**config.mk**
```make
export PLATFORM = sky130hd
export DESIGN_NAME = dm_port_arbiter
export DESIGN_NICKNAME = d
export VERILOG_FILES = /design/src/rtl/dm_port_arbiter.sv
export SDC_FILE = /design/constraint.sdc
export NUM_CORES = 1
export LEC_CHECK = 0
export BUFFER_PORTS_ARGS = -buffer_cell sky130_fd_sc_hd__buf_2
export CAP_MARGIN = 10
export CORE_MARGIN = 8
export CORE_UTILIZATION = 45
export DETAILED_ROUTE_END_ITERATION = 8
export GPL_ROUTABILITY_DRIVEN = 0
export PLACE_DENSITY_LB_ADDON = 0.2
export RECOVER_POWER = 25
export SLEW_MARGIN = 40
export SYNTH_ARGS = -nofsm -noshare
export SYNTH_HDL_FRONTEND = slang
export SYNTH_SLANG_ARGS = --single-unit
```
**constraint.sdc**
```tcl
create_clock -name CLK -period 2.04 [get_ports CLK]
set_input_delay 0 -clock CLK [delete_from_list [all_inputs] [get_ports CLK]]
set_output_delay 0 -clock CLK [all_outputs]
set_load 0.01 [all_outputs]
```
**src/rtl/dm_port_arbiter.sv**
```systemverilog
// Two-port round-robin arbiter in front of the single data-memory port.
// Enforces the DM address window: out-of-range writes dropped, reads return ones.
module dm_port_arbiter #(
   parameter int unsigned RD_LAT     = 1,
   parameter logic [31:0] ADDR_LIMIT = 32'h0000_00FF
) (
   input  logic        CLK,
   input  logic        Z_R,
   input  logic        P0_REQ,
   input  logic        P1_REQ,
   input  logic        P0_WE,
   input  logic        P1_WE,
   input  logic [31:0] P0_ADDR,
   input  logic [31:0] P1_ADDR,
   input  logic [31:0] P0_WR_DATA,
   input  logic [31:0] P1_WR_DATA,
   output logic        P0_GNT,
   output logic        P1_GNT,
   output logic        P0_RD_VALID,
   output logic        P1_RD_VALID,
   output logic [31:0] P0_RD_DATA,
   output logic [31:0] P1_RD_DATA,
   output logic        ERR,
   output logic        BUSY,
   output logic        DM_WE,
   output logic [31:0] DM_ADDR,
   output logic [31:0] DM_WR_DATA,
   input  logic [31:0] DM_RD_DATA
);

   typedef enum logic [1:0] {
      S_IDLE   = 2'd0,
      S_ISSUE  = 2'd1,
      S_RDWAIT = 2'd2
   } state_t;

   localparam logic [2:0] LAT = 3'(RD_LAT);

   state_t      r_state;
   logic        r_prio;
   logic        r_port;
   logic        r_we;
   logic        r_oor;
   logic [2:0]  r_cnt;
   logic        r_gnt0;
   logic        r_gnt1;
   logic        r_rv0;
   logic        r_rv1;
   logic        r_err;
   logic        r_dm_we;
   logic [31:0] r_dm_addr;
   logic [31:0] r_dm_wdata;
   logic [31:0] r_rd0;
   logic [31:0] r_rd1;

   logic        w_any;
   logic        w_pick1;
   logic        w_we;
   logic        w_oor;
   logic [31:0] w_addr;
   logic [31:0] w_wdata;
   logic [31:0] w_rdata;

   assign w_any   = P0_REQ | P1_REQ;
   assign w_pick1 = P1_REQ & (~P0_REQ | r_prio);
   assign w_we    = w_pick1 ? P1_WE : P0_WE;
   assign w_addr  = w_pick1 ? P1_ADDR : P0_ADDR;
   assign w_wdata = w_pick1 ? P1_WR_DATA : P0_WR_DATA;
   assign w_oor   = w_addr > ADDR_LIMIT;
   assign w_rdata = r_oor ? 32'hFFFF_FFFF : DM_RD_DATA;

   always_ff @(posedge CLK) begin
      if (Z_R) begin
         r_state    <= S_IDLE;
         r_prio     <= 1'b0;
         r_port     <= 1'b0;
         r_we       <= 1'b0;
         r_oor      <= 1'b0;
         r_cnt      <= 3'd0;
         r_gnt0     <= 1'b0;
         r_gnt1     <= 1'b0;
         r_rv0      <= 1'b0;
         r_rv1      <= 1'b0;
         r_err      <= 1'b0;
         r_dm_we    <= 1'b0;
         r_dm_addr  <= 32'd0;
         r_dm_wdata <= 32'd0;
         r_rd0      <= 32'd0;
         r_rd1      <= 32'd0;
      end else begin
         r_gnt0  <= 1'b0;
         r_gnt1  <= 1'b0;
         r_rv0   <= 1'b0;
         r_rv1   <= 1'b0;
         r_err   <= 1'b0;
         r_dm_we <= 1'b0;
         unique case (r_state)
            S_IDLE: begin
               if (w_any) begin
                  // Grant outputs are registered here so they show in ISSUE
                  r_port     <= w_pick1;
                  r_we       <= w_we;
                  r_oor      <= w_oor;
                  r_dm_addr  <= w_addr;
                  r_dm_wdata <= w_wdata;
                  r_dm_we    <= w_we & ~w_oor;
                  r_gnt0     <= ~w_pick1;
                  r_gnt1     <= w_pick1;
                  r_err      <= w_oor;
                  r_prio     <= ~w_pick1;
                  r_state    <= S_ISSUE;
               end
            end
            S_ISSUE: begin
               if (r_we) begin
                  r_state <= S_IDLE;
               end else begin
                  r_cnt   <= LAT;
                  r_state <= S_RDWAIT;
               end
            end
            S_RDWAIT: begin
               if (r_cnt <= 3'd1) begin
                  r_cnt   <= 3'd0;
                  r_state <= S_IDLE;
                  if (r_port) begin
                     r_rd1 <= w_rdata;
                     r_rv1 <= 1'b1;
                  end else begin
                     r_rd0 <= w_rdata;
                     r_rv0 <= 1'b1;
                  end
               end else begin
                  r_cnt <= r_cnt - 3'd1;
               end
            end
            default: r_state <= S_IDLE;
         endcase
      end
   end

   assign P0_GNT      = r_gnt0;
   assign P1_GNT      = r_gnt1;
   assign P0_RD_VALID = r_rv0;
   assign P1_RD_VALID = r_rv1;
   assign P0_RD_DATA  = r_rd0;
   assign P1_RD_DATA  = r_rd1;
   assign ERR         = r_err;
   assign BUSY        = (r_state != S_IDLE);
   // Reset kills a write strobe in the very cycle it is raised
   assign DM_WE       = r_dm_we & ~Z_R;
   assign DM_ADDR     = r_dm_addr;
   assign DM_WR_DATA  = r_dm_wdata;

endmodule

```
Yosys cells after proc, flatten, opt, wreduce, memory -nomap -nowiden
Cells that the tools add are included.
- register bits: 143
- input port bits: 166
- output and inout port bits: 135
- word-level logic and storage cells: 61
- $add $sub $neg: 1
- $lt $le $gt $ge: 2
- equal/unequal tests: 5
- mux-type cells: 13
- bitwise gates (word level): 14
- reductions and logical operators: 10
- operators by type and width (kind ; count):
    $mux W32 ; 3
    $gt A32 B8 Y1 const B ; 1
    $not A1 Y1 ; 9
    $mux W2 ; 3
    $mux W3 ; 2
    $ne A2 B2 Y1 const B ; 3
    $pmux W2 S3 ; 1
    $pmux W3 S2 ; 1
    $reduce_and A2 Y1 ; 3
    $reduce_and A3 Y1 ; 2
    $reduce_or A3 Y1 ; 2
    $reduce_bool A2 Y1 ; 2
    $and A1 B1 Y1 ; 3
    $le A3 B1 Y1 const B ; 1
    $mux W1 ; 3
    $sub A3 B1 Y3 const B ; 1
    $eq A2 B1 Y1 const B ; 1
    $eq A2 B2 Y1 const B ; 1
    $logic_not A2 Y1 ; 1
    $or A1 B1 Y1 ; 2

Depth between registers and ports, before layout
Gate-level depths: netlist of run 1.
- word-level depth: 7
- gate-level depth with buffers: 8
- gate-level depth less buffers: 6

Least setup slack after synthesis of run 1
OpenSTA, ideal clock, no wires.
- kind: register to register
- start: reg r_cnt[1]
- end: reg r_rd1[24], in the netlist P1_RD_DATA[24]
- setup time: 140 ps
- arrival: 1461 ps
- required time: 1900 ps
- setup slack: 439 ps
- stages on the path, launching flop included: 8
- buffers on the path: 2
- period minus slack after synthesis: 1601 ps
- cells stage by stage: dfxtp_1 -> inv_1 -> ha_1 -> o21ba_2 -> nor4b_2 -> buf_2 -> buf_2 -> a211oi_1
- longest elaborated chain between the ends: 2
- ends and longest elaborated chain (element ; line ; source):
    from (decl) ; 44 ; logic [2:0] r_cnt;
    from (signal assigned) ; 134 ; r_cnt <= r_cnt - 3'd1;
    $le A3 B1 Y1 ; 123 ; if (r_cnt <= 3'd1) begin
    $reduce_and A3 Y1 (no line) ; - ;
    to (signal assigned) ; 127 ; r_rd1 <= w_rdata;
    to (decl) ; 54 ; logic [31:0] r_rd1;
Every way passes these cells.
A chain may end at the register's enable or synchronous reset.

Worst setup path in the final report of run 1
- start: reg r_prio
- end: reg r_dm_addr[25], in the netlist DM_ADDR[25]
- longest elaborated chain between the ends: 3
- ends and longest elaborated chain (element ; line ; source):
    from (decl) ; 40 ; logic r_prio;
    from (signal assigned) ; 110 ; r_prio <= ~w_pick1;
    $or A1 B1 Y1 ; 65 ; assign w_pick1 = P1_REQ & (~P0_REQ | r_prio);
    $and A1 B1 Y1 ; 65 ;
    $mux W32 ; 67 ; assign w_addr = w_pick1 ? P1_ADDR : P0_ADDR;
    to (signal assigned) ; 104 ; r_dm_addr <= w_addr;
    to (decl) ; 51 ; logic [31:0] r_dm_addr;
Every way passes these cells.

==> results of run 1 <==
metal layers:
metal,track usage,routed length [um],vias to the layer above
met4,0.2112,1440,0
met5,0,0,-
met1,0.2916,8339,3155
met3,0.09859,2542,124
li1,-,-,3216
met2,0.4841,11980,498
power breakdown:
group	leakage (nW)	switching, mW	internal (mW)
clock network	0.271	1.21	1.78
logic	2.71	0.908	0.793
registers	1.17	0.143	3.03
total	4.16	2.26	5.59
registers in the layout, indices dropped and copies added (netlist names):
register / cells
DM_ADDR: 32
P0_GNT: 1
r_oor: 1
DM_WR_DATA: 32
r_state: 2
ERR: 1
r_cnt: 3
r_prio: 1
r_we: 1
P1_RD_DATA: 32
P1_RD_VALID: 1
r_dm_we: 1
P1_GNT: 1
P0_RD_VALID: 1
P0_RD_DATA: 32
r_port: 1
cells in the mapped netlist, drive strengths merged:
cell type / number / area, sq um
nand4: 1 / 6.260
nor4b: 1 / 15.01
dfxtp: 143 / 2863
nor2b: 5 / 31.28
buf: 27 / 165.2
mux2i: 1 / 10.01
a2111oi: 1 / 27.53
or2: 1 / 6.260
a21oi: 16 / 83.83
a311oi: 24 / 210.2
nor3: 4 / 20.02
o21a: 1 / 7.510
inv: 5 / 18.77
ha: 2 / 25.02
a22oi: 41 / 307.8
o21ba: 2 / 20.02
nand3: 1 / 5.000
o21ai: 4 / 20.02
nor2: 128 / 490.5
clkbuf: 24 / 90.09
nor4: 20 / 137.6
nand2: 122 / 457.9
o22a: 1 / 8.760
a21o: 2 / 15.01
nand2b: 3 / 21.27
a211oi: 67 / 608.1
per-stage QoR:
| step | utilization | cell area, sq um | hold WS, ns |
|---|---|---|---|
| 4_1_cts | 0.7643 | 9528 | 0.01269 |
| 2_1_floorplan | - | 5672 | 0.09895 |
| 5_1_grt | 0.7696 | 9594 | 0.04253 |
| 3_5_place_dp | 0.5881 | 7331 | 0.1926 |
| 3_3_place_gp | 0.5881 | 7331 | 0.1827 |
| 6_report | 0.7698 | 9597 | 0.03822 |
logic make-up (layout without fill, tap and decap cells):
logic type,after synthesis,count (layout)
compound gates,159,159
fa+ha+maj,2,2
buf+inv,56,526
flops,143,143
mux,1,1
other cells,0,4
simple gates,286,286
placed cells by master (no fill, tap or decap), types with 2 or more instances in the layout:
cell type	count
sky130_fd_sc_hd__buf_4	21
sky130_fd_sc_hd__nand2_1	121
sky130_fd_sc_hd__clkbuf_8	3
sky130_fd_sc_hd__clkbuf_16	19
sky130_fd_sc_hd__clkbuf_1	69
sky130_fd_sc_hd__nor4_1	18
sky130_fd_sc_hd__a211oi_2	21
sky130_fd_sc_hd__a22oi_1	41
sky130_fd_sc_hd__ha_1	2
sky130_fd_sc_hd__o21ai_0	4
sky130_fd_sc_hd__clkinv_2	3
sky130_fd_sc_hd__nor2_1	126
sky130_fd_sc_hd__a21oi_1	14
sky130_fd_sc_hd__buf_6	2
sky130_fd_sc_hd__dlygate4sd3_1	162
sky130_fd_sc_hd__a21o_1	2
sky130_fd_sc_hd__a311oi_1	23
sky130_fd_sc_hd__inv_1	3
sky130_fd_sc_hd__diode_2	4
sky130_fd_sc_hd__buf_2	230
sky130_fd_sc_hd__dfxtp_1	140
sky130_fd_sc_hd__a211oi_1	46
sky130_fd_sc_hd__nor2b_1	5
sky130_fd_sc_hd__clkinvlp_4	5
sky130_fd_sc_hd__dfxtp_2	3
sky130_fd_sc_hd__nor4_4	2
sky130_fd_sc_hd__nor3_1	4
sky130_fd_sc_hd__nand2b_1	2
sky130_fd_sc_hd__buf_12	3
sky130_fd_sc_hd__inv_6	2
final cells by class:
| cell class | count | area share |
|---|---|---|
| Inverter | 5 | 0.002216 |
| Tap cell | 172 | 0.02243 |
| Clock buffer | 20 | 0.04863 |
| Antenna cell | 4 | 0.001043 |
| Multi-Input combinational cell | 448 | 0.2695 |
| Clock inverter | 12 | 0.01134 |
| Timing Repair Buffer | 489 | 0.3462 |
| Sequential cell | 143 | 0.2987 |
worst reg2reg max path: stages, from the launching register on:
cell and delay, ns:
sky130_fd_sc_hd__dfxtp_2 0.35, sky130_fd_sc_hd__nand2b_1 0.20, sky130_fd_sc_hd__nand2_4 0.15, sky130_fd_sc_hd__buf_6 0.21
sky130_fd_sc_hd__nand2_1 0.10, sky130_fd_sc_hd__a311oi_1 0.34, sky130_fd_sc_hd__dlygate4sd3_1 0.59
worst max-delay path by stage:
stage | to | slack [ns] | cells after the start | start
finish | DM_ADDR[25] | 0.05 | 6 | r_prio
global placement | P1_RD_DATA[25] | 0.33 | 6 | r_cnt[0]
detailed placement | P1_RD_DATA[21] | 0.25 | 6 | r_cnt[0]
CTS | DM_WR_DATA[18] | 0.01 | 7 | r_state[1]
global route | DM_WR_DATA[18] | -0.009 | 7 | r_state[0]
floorplan | P1_RD_DATA[24] | 0.44 | 7 | r_cnt[1]
timing repair:
action	CTS	global route
setup endpoints to repair	0	19
buffers inserted	0	9
resized for setup	0	9
hold buffers	162	1
endpoints found under the hold margin	128	1
==> out/metrics.json, run 1 <==
{
  "outcome": {
    "outcome": "finished, final reports clean"
  },
  "route": {
    "iteration_count_of_the_initial_detailed_routing_pass": 7,
    "viasPerCell": 5.408,
    "drc": 0,
    "final_antenna_net_count": 0,
    "overall_via_count_from_detail_route": 6993,
    "total_routed_wirelength_mm": 24.30,
    "drt_iter0_drc": 674,
    "routed_wire_length_per_instance_um": 18.79
  },
  "worst_setup_path": {
    "worst_ep_arrival_time_ns": 2.35,
    "critPathMaxStageDelay_ns": 0.59,
    "critPathCaptureType": "flip-flop",
    "crit-reg2reg-launch": "r_prio",
    "worst-path-max-fanout": 18,
    "path_buf_inv": 2,
    "worst_setup_path_start_kind": "flip-flop",
    "critical-path-slowest-cell": "sky130_fd_sc_hd__dlygate4sd3_1",
    "worst_r2r_endpoint": "DM_ADDR[25]",
    "path_cells": "nand2b_1, nand2_4, buf_6, nand2_1, a311oi_1, dlygate4sd3_1",
    "critPathKind": "flip-flop to flip-flop",
    "ff2ff_path_depth": 6,
    "worst_ep_required_time_ns": 2.40,
    "worst-r2r-setup-slack_ns": 0.05,
    "cpLargestDelayFamily": "buffers and inverters"
  },
  "synth": {
    "yosys.area_share.simple": 0.2100,
    "synth_compound_area_frac": 0.2308,
    "main_combinational_cell_family_by_area_after_synthesis": "compound AO/OA/AOI/OAI gates",
    "mappedNetlistNets": 815,
    "netlist-cell-type-count": 36,
    "synthAdderAreaFrac": 0.004412,
    "post_synth_xor_area_fraction": 0,
    "seq_area_frac_synth": 0.5047,
    "synth.yosys.warnings": 0,
    "synth_mux_area_frac": 0.001765,
    "synth_area_per_cell_sq_um": 8.766,
    "synth_area_sq_um": 5672,
    "ys_ff_latch": 143,
    "post_synth_inst_count": 647
  },
  "timing": {
    "final-hold-violation-count": 0,
    "worst-slew-pin-transition_ns": 0.7546,
    "fin_setup_tns_ns": 0,
    "layout_min_cycle_time_ns": 1.986,
    "setup_viol": 0,
    "final_count_of_pins_violating_max_slew": 0,
    "relSlewSlack": 0.4969,
    "min_period_over_period": 0.9736,
    "clock_skew_ns": 0.009769,
    "clock.fmax_ghz": 0.5035,
    "setup_slack_ns": 0.05394
  },
  "clocking": {
    "cts.htree.levels": 4,
    "cts.sink_count": 143,
    "tritoncts.num_buffers": 17,
    "clk_latency_worst_skew_pair_ns": 0.42,
    "tritoncts": "built",
    "clk_pin_slew_worst_paths_ns": 0.06,
    "clock_tree.root_cell": "sky130_fd_sc_hd__clkbuf_16",
    "cts_max_path_buffers": 2
  },
  "final_layout": {
    "register_area_sq_um": 2867,
    "post_layout_nonfiller_instances": 1293,
    "drive_gt1_frac": 0.2945,
    "nNetsFinal": 1272,
    "num-fill-cells": 858,
    "area_growth_syn_to_layout_pct": 69.20,
    "multiInputGateArea_sq_um": 2586
  },
  "floorplan": {
    "design.die.area_sq_um": 16450,
    "floorplan.die.height_um": 128.3,
    "floorplan.initialDensity": 0.4550,
    "die_w_um": 128.3,
    "ios": 301,
    "placement_rows": 41,
    "core_area_sq_um": 12470
  },
  "global_routing": {
    "overflow": 0,
    "antenna_found_initial": 3,
    "grt_pass1_wl_mm": 37.09,
    "track_usage": 0.2875,
    "grt_max_degree": 66,
    "first_global_vias": 7119
  },
  "power_and_ir_drop": {
    "max_vdd_drop_mv": 0.5502,
    "design_power_total_mw": 7.854,
    "power.static_leakage_nw": 4.157,
    "power_density_nw_per_um2": 818.4
  },
  "min_path": {
    "hold_start": "P0_WE",
    "hold_endpoint": "r_dm_we",
    "hold_crit_depth": 3,
    "hp-class": "primary input to flip-flop"
  },
  "place": {
    "placement.setup.worst_slack_ns": 0.2464,
    "portBuffers": 300,
    "numPlacedInstances": 1084,
    "dp_hpwl_mm": 13.82
  },
  "job": {
    "maxCapViolCount": 0
  }
}
Power figures use the tool's default switching activity.
==> inputs of run 2 (changes only) <==
--- a/config.mk
+++ b/config.mk
@@ -7,7 +7,7 @@
 export LEC_CHECK = 0
 export BUFFER_PORTS_ARGS = -buffer_cell sky130_fd_sc_hd__buf_2
 export CAP_MARGIN = 10
-export CORE_MARGIN = 8
+export CORE_MARGIN = 2
 export CORE_UTILIZATION = 45
 export DETAILED_ROUTE_END_ITERATION = 8
 export GPL_ROUTABILITY_DRIVEN = 0
==> run 2 against run 1 <==
  * Worst hold slack got worse by 0.018 ns
  * Sequential cell count unchanged
  * Clock power decreased by 6%
  * Register-to-register slack barely moved
  * Critical path depth unchanged
==> out/metrics.json, run 2 (synthesis results as in run 1) <==
{
  "clocking": {
    "cts_max_path_buffers": {"value": 2, "change": "unchanged"},
    "clk_pin_slew_worst_paths": {"value": 0.06, "unit": "ns", "change": "about the same"},
    "cts.sink_count": {"value": 143, "change": "unchanged"},
    "cts.htree.levels": {"value": 4, "change": "unchanged"},
    "tritoncts": "built",
    "clock_tree.root_cell": "sky130_fd_sc_hd__clkbuf_16",
    "tritoncts.num_buffers": {"value": 17, "change": "unchanged"},
    "clk_latency_worst_skew_pair": {"value": 0.42, "unit": "ns", "change": "about the same"}
  },
  "final_layout": {
    "nNetsFinal": {"value": 1267, "change": "-0.39%"},
    "post_layout_nonfiller_instances": {"value": 1287, "change": "-0.46%"},
    "final_cell_mix": "230 x sky130_fd_sc_hd__buf_2, 163 x sky130_fd_sc_hd__dlygate4sd3_1, 140 x sky130_fd_sc_hd__dfxtp_1, 126 x sky130_fd_sc_hd__nor2_1, 121 x sky130_fd_sc_hd__nand2_1",
    "area_growth_syn_to_layout_pct": 68.63,
    "drive_gt1_frac": {"value": 0.2923, "change": "-0.002273"},
    "final_common_cell": "sky130_fd_sc_hd__buf_2",
    "stdcell_area": {"value": 9564, "unit": "sq um", "change": "-0.34%"},
    "postLayoutCoreUtil": {"value": 0.7672, "change": "-0.002609"}
  },
  "route": {
    "final_antenna_net_count": {"value": 0, "change": "unchanged"},
    "overall_via_count_from_detail_route": {"value": 6810, "change": "-2.6%"},
    "iteration_count_of_the_initial_detailed_routing_pass": {"value": 5, "change": "-2"},
    "drt_iter0_drc": {"value": 596, "change": "-12%"},
    "routed_wire_length_per_instance": {"value": 17.03, "unit": "um", "change": "-9.4%"},
    "total_routed_wirelength": {"value": 21.92, "unit": "mm", "change": "-9.8%"},
    "drc": {"value": 0, "change": "unchanged"},
    "viasPerCell": {"value": 5.291, "change": "-2.2%"}
  },
  "timing": {
    "relSlewSlack": {"value": 0.6528, "change": "+0.1559"},
    "final_count_of_pins_violating_max_slew": {"value": 0, "change": "unchanged"},
    "min_period_over_period": {"value": 0.9685, "change": "-0.005070"},
    "fin_worst_hold_slack": {"value": 0.02028, "unit": "ns", "change": "-0.01794 ns"},
    "fin_setup_tns": {"value": 0, "unit": "ns", "change": "unchanged"},
    "worst-slew-pin-transition": {"value": 0.5207, "unit": "ns", "change": "-0.2338 ns"},
    "layout_min_cycle_time": {"value": 1.976, "unit": "ns", "change": "-0.01034 ns"},
    "final-hold-violation-count": {"value": 0, "change": "unchanged"},
    "clock_skew": {"value": 0.01053, "unit": "ns", "change": "+0.0007605 ns"},
    "setup_slack": {"value": 0.06428, "unit": "ns", "change": "+0.01034 ns"},
    "clock.fmax": {"value": 0.5061, "unit": "GHz", "change": "+0.52%"},
    "setup_viol": {"value": 0, "change": "unchanged"}
  },
  "floorplan": {
    "floorplan.initialDensity": {"value": 0.4550, "change": "unchanged"},
    "core_area": {"value": 12470, "unit": "sq um", "change": "unchanged"},
    "ios": {"value": 301, "change": "unchanged"},
    "placement_rows": {"value": 41, "change": "unchanged"},
    "die_w": {"value": 116.3, "unit": "um", "change": "-9.4%"},
    "floorplan.die.height": {"value": 116.3, "unit": "um", "change": "-9.4%"},
    "design.die.area": {"value": 13520, "unit": "sq um", "change": "-18%"}
  },
  "place": {
    "dp_hpwl": {"value": 11.86, "unit": "mm", "change": "-14%"},
    "dpl_cell_area": {"value": 7336, "unit": "sq um", "change": "about the same"},
    "portBuffers": {"value": 300, "change": "unchanged"},
    "placement.setup.worst_slack": {"value": 0.2139, "unit": "ns", "change": "-0.03251 ns"},
    "numPlacedInstances": {"value": 1083, "change": "-0.092%"}
  },
  "min_path": {
    "hp-class": "primary input to flip-flop",
    "hold_crit_depth": {"value": 3, "change": "unchanged"},
    "hold_endpoint": "r_dm_we",
    "hold_start": "P0_WE"
  },
  "worst_setup_path": {
    "worst_r2r_endpoint": "DM_ADDR[13]",
    "critPathCaptureType": "flip-flop",
    "ff2ff_path_depth": {"value": 6, "change": "unchanged"},
    "crit-reg2reg-launch": "r_prio",
    "worst-path-max-fanout": {"value": 26, "change": "+8"},
    "worst_ep_arrival_time": {"value": 2.34, "unit": "ns", "change": "about the same"},
    "worst-r2r-setup-slack": {"value": 0.06, "unit": "ns", "change": "about the same"},
    "cpLargestDelayFamily": "buffers and inverters",
    "critical-path-slowest-cell": "sky130_fd_sc_hd__dlygate4sd3_1",
    "critPathMaxStageDelay": {"value": 0.59, "unit": "ns", "change": "about the same"},
    "worst_setup_path_start_kind": "flip-flop",
    "critPathKind": "flip-flop to flip-flop",
    "path_cells": "nor2b_2, nor2_2, buf_4, nand2_1, a311oi_1, dlygate4sd3_1",
    "path_buf_inv": {"value": 2, "change": "unchanged"},
    "worst_ep_required_time": {"value": 2.41, "unit": "ns", "change": "about the same"}
  },
  "global_routing": {
    "antenna_found_initial": {"value": 2, "change": "-1"},
    "overflow": {"value": 0, "change": "unchanged"},
    "grt_pass1_wl": {"value": 32.43, "unit": "mm", "change": "-13%"},
    "first_global_vias": {"value": 6648, "change": "-6.6%"},
    "track_usage": {"value": 0.3089, "change": "+0.02145"},
    "grt_max_degree": {"value": 108, "change": "+64%"}
  },
  "job": {
    "maxCapViolCount": {"value": 0, "change": "unchanged"}
  },
  "power_and_ir_drop": {
    "max_vdd_drop": {"value": 0.6608, "unit": "mV", "change": "+20%"},
    "power.static_leakage": {"value": 4.126, "unit": "nW", "change": "-0.74%"},
    "power_density": {"value": 797.2, "unit": "nW/um^2", "change": "-2.6%"},
    "design_power_total": {"value": 7.624, "unit": "mW", "change": "-2.9%"}
  },
  "outcome": {
    "outcome": "finished, final reports clean"
  }
}
[run 2: changes by cell type in the layout (fill, tap and decap cells not counted), sizes merged, moves of 2 or more]
cell / previous run / this run
clkbuf: 91 / 93
clkinv: 4 / 6
inv: 7 / 5
buf: 256 / 249
[run 2: worst reg2reg max path: stages, from the launching register on]
cell and delay (ns):
sky130_fd_sc_hd__dfxtp_2 0.41, sky130_fd_sc_hd__nor2b_2 0.11, sky130_fd_sc_hd__nor2_2 0.08, sky130_fd_sc_hd__buf_4 0.27
sky130_fd_sc_hd__nand2_1 0.13, sky130_fd_sc_hd__a311oi_1 0.32, sky130_fd_sc_hd__dlygate4sd3_1 0.59
[run 2: report_power, final]
part           total [mW]  switching [mW]  internal (mW)
sequential           3.17           0.143           3.03
clock                2.79            1.16           1.64
combinational        1.66           0.880          0.779
total                7.62            2.18           5.44
[run 2: per-layer routing]
metal / share of wire / up-vias / wire [um] / global-route usage
met4: 0.047 / 0 / 1026 / 0.1984
met3: 0.080 / 92 / 1763 / 0.08666
met1: 0.37 / 3113 / 8057 / 0.3369
met2: 0.51 / 395 / 11070 / 0.5279
li1: - / 3210 / - / -
met5: 0 / - / 0 / 0
[run 2: worst max path at each step]
stage,from,endpoint,slack [ns],cells after the start
2_1_floorplan,r_cnt[1],P1_RD_DATA[24],0.44,7
3_3_place_gp,r_cnt[1],P1_RD_DATA[26],0.33,7
3_5_place_dp,r_cnt[1],P1_RD_DATA[25],0.21,7
4_1_cts,r_state[1],DM_ADDR[1],0.01,7
5_1_grt,r_state[0],DM_WR_DATA[28],-0.007,7
6_report,r_prio,DM_ADDR[13],0.06,6
[run 2: what timing repair did]
item,CTS,global route
setup buffers,0,3
hold buffers,163,0
endpoints found under the hold margin,129,0
resized for setup,0,15
setup endpoints to repair,0,14
[run 2: area by class of cell]
type,instances,area [sq um]
Sequential cell,143,2867
Clock inverter,10,63.81
Multi-Input combinational cell,448,2615
Antenna cell,3,7.507
Inverter,5,18.77
Timing Repair Buffer,484,3303
Tap cell,172,215.2
Fill cell,859,2902
Clock buffer,22,474.2
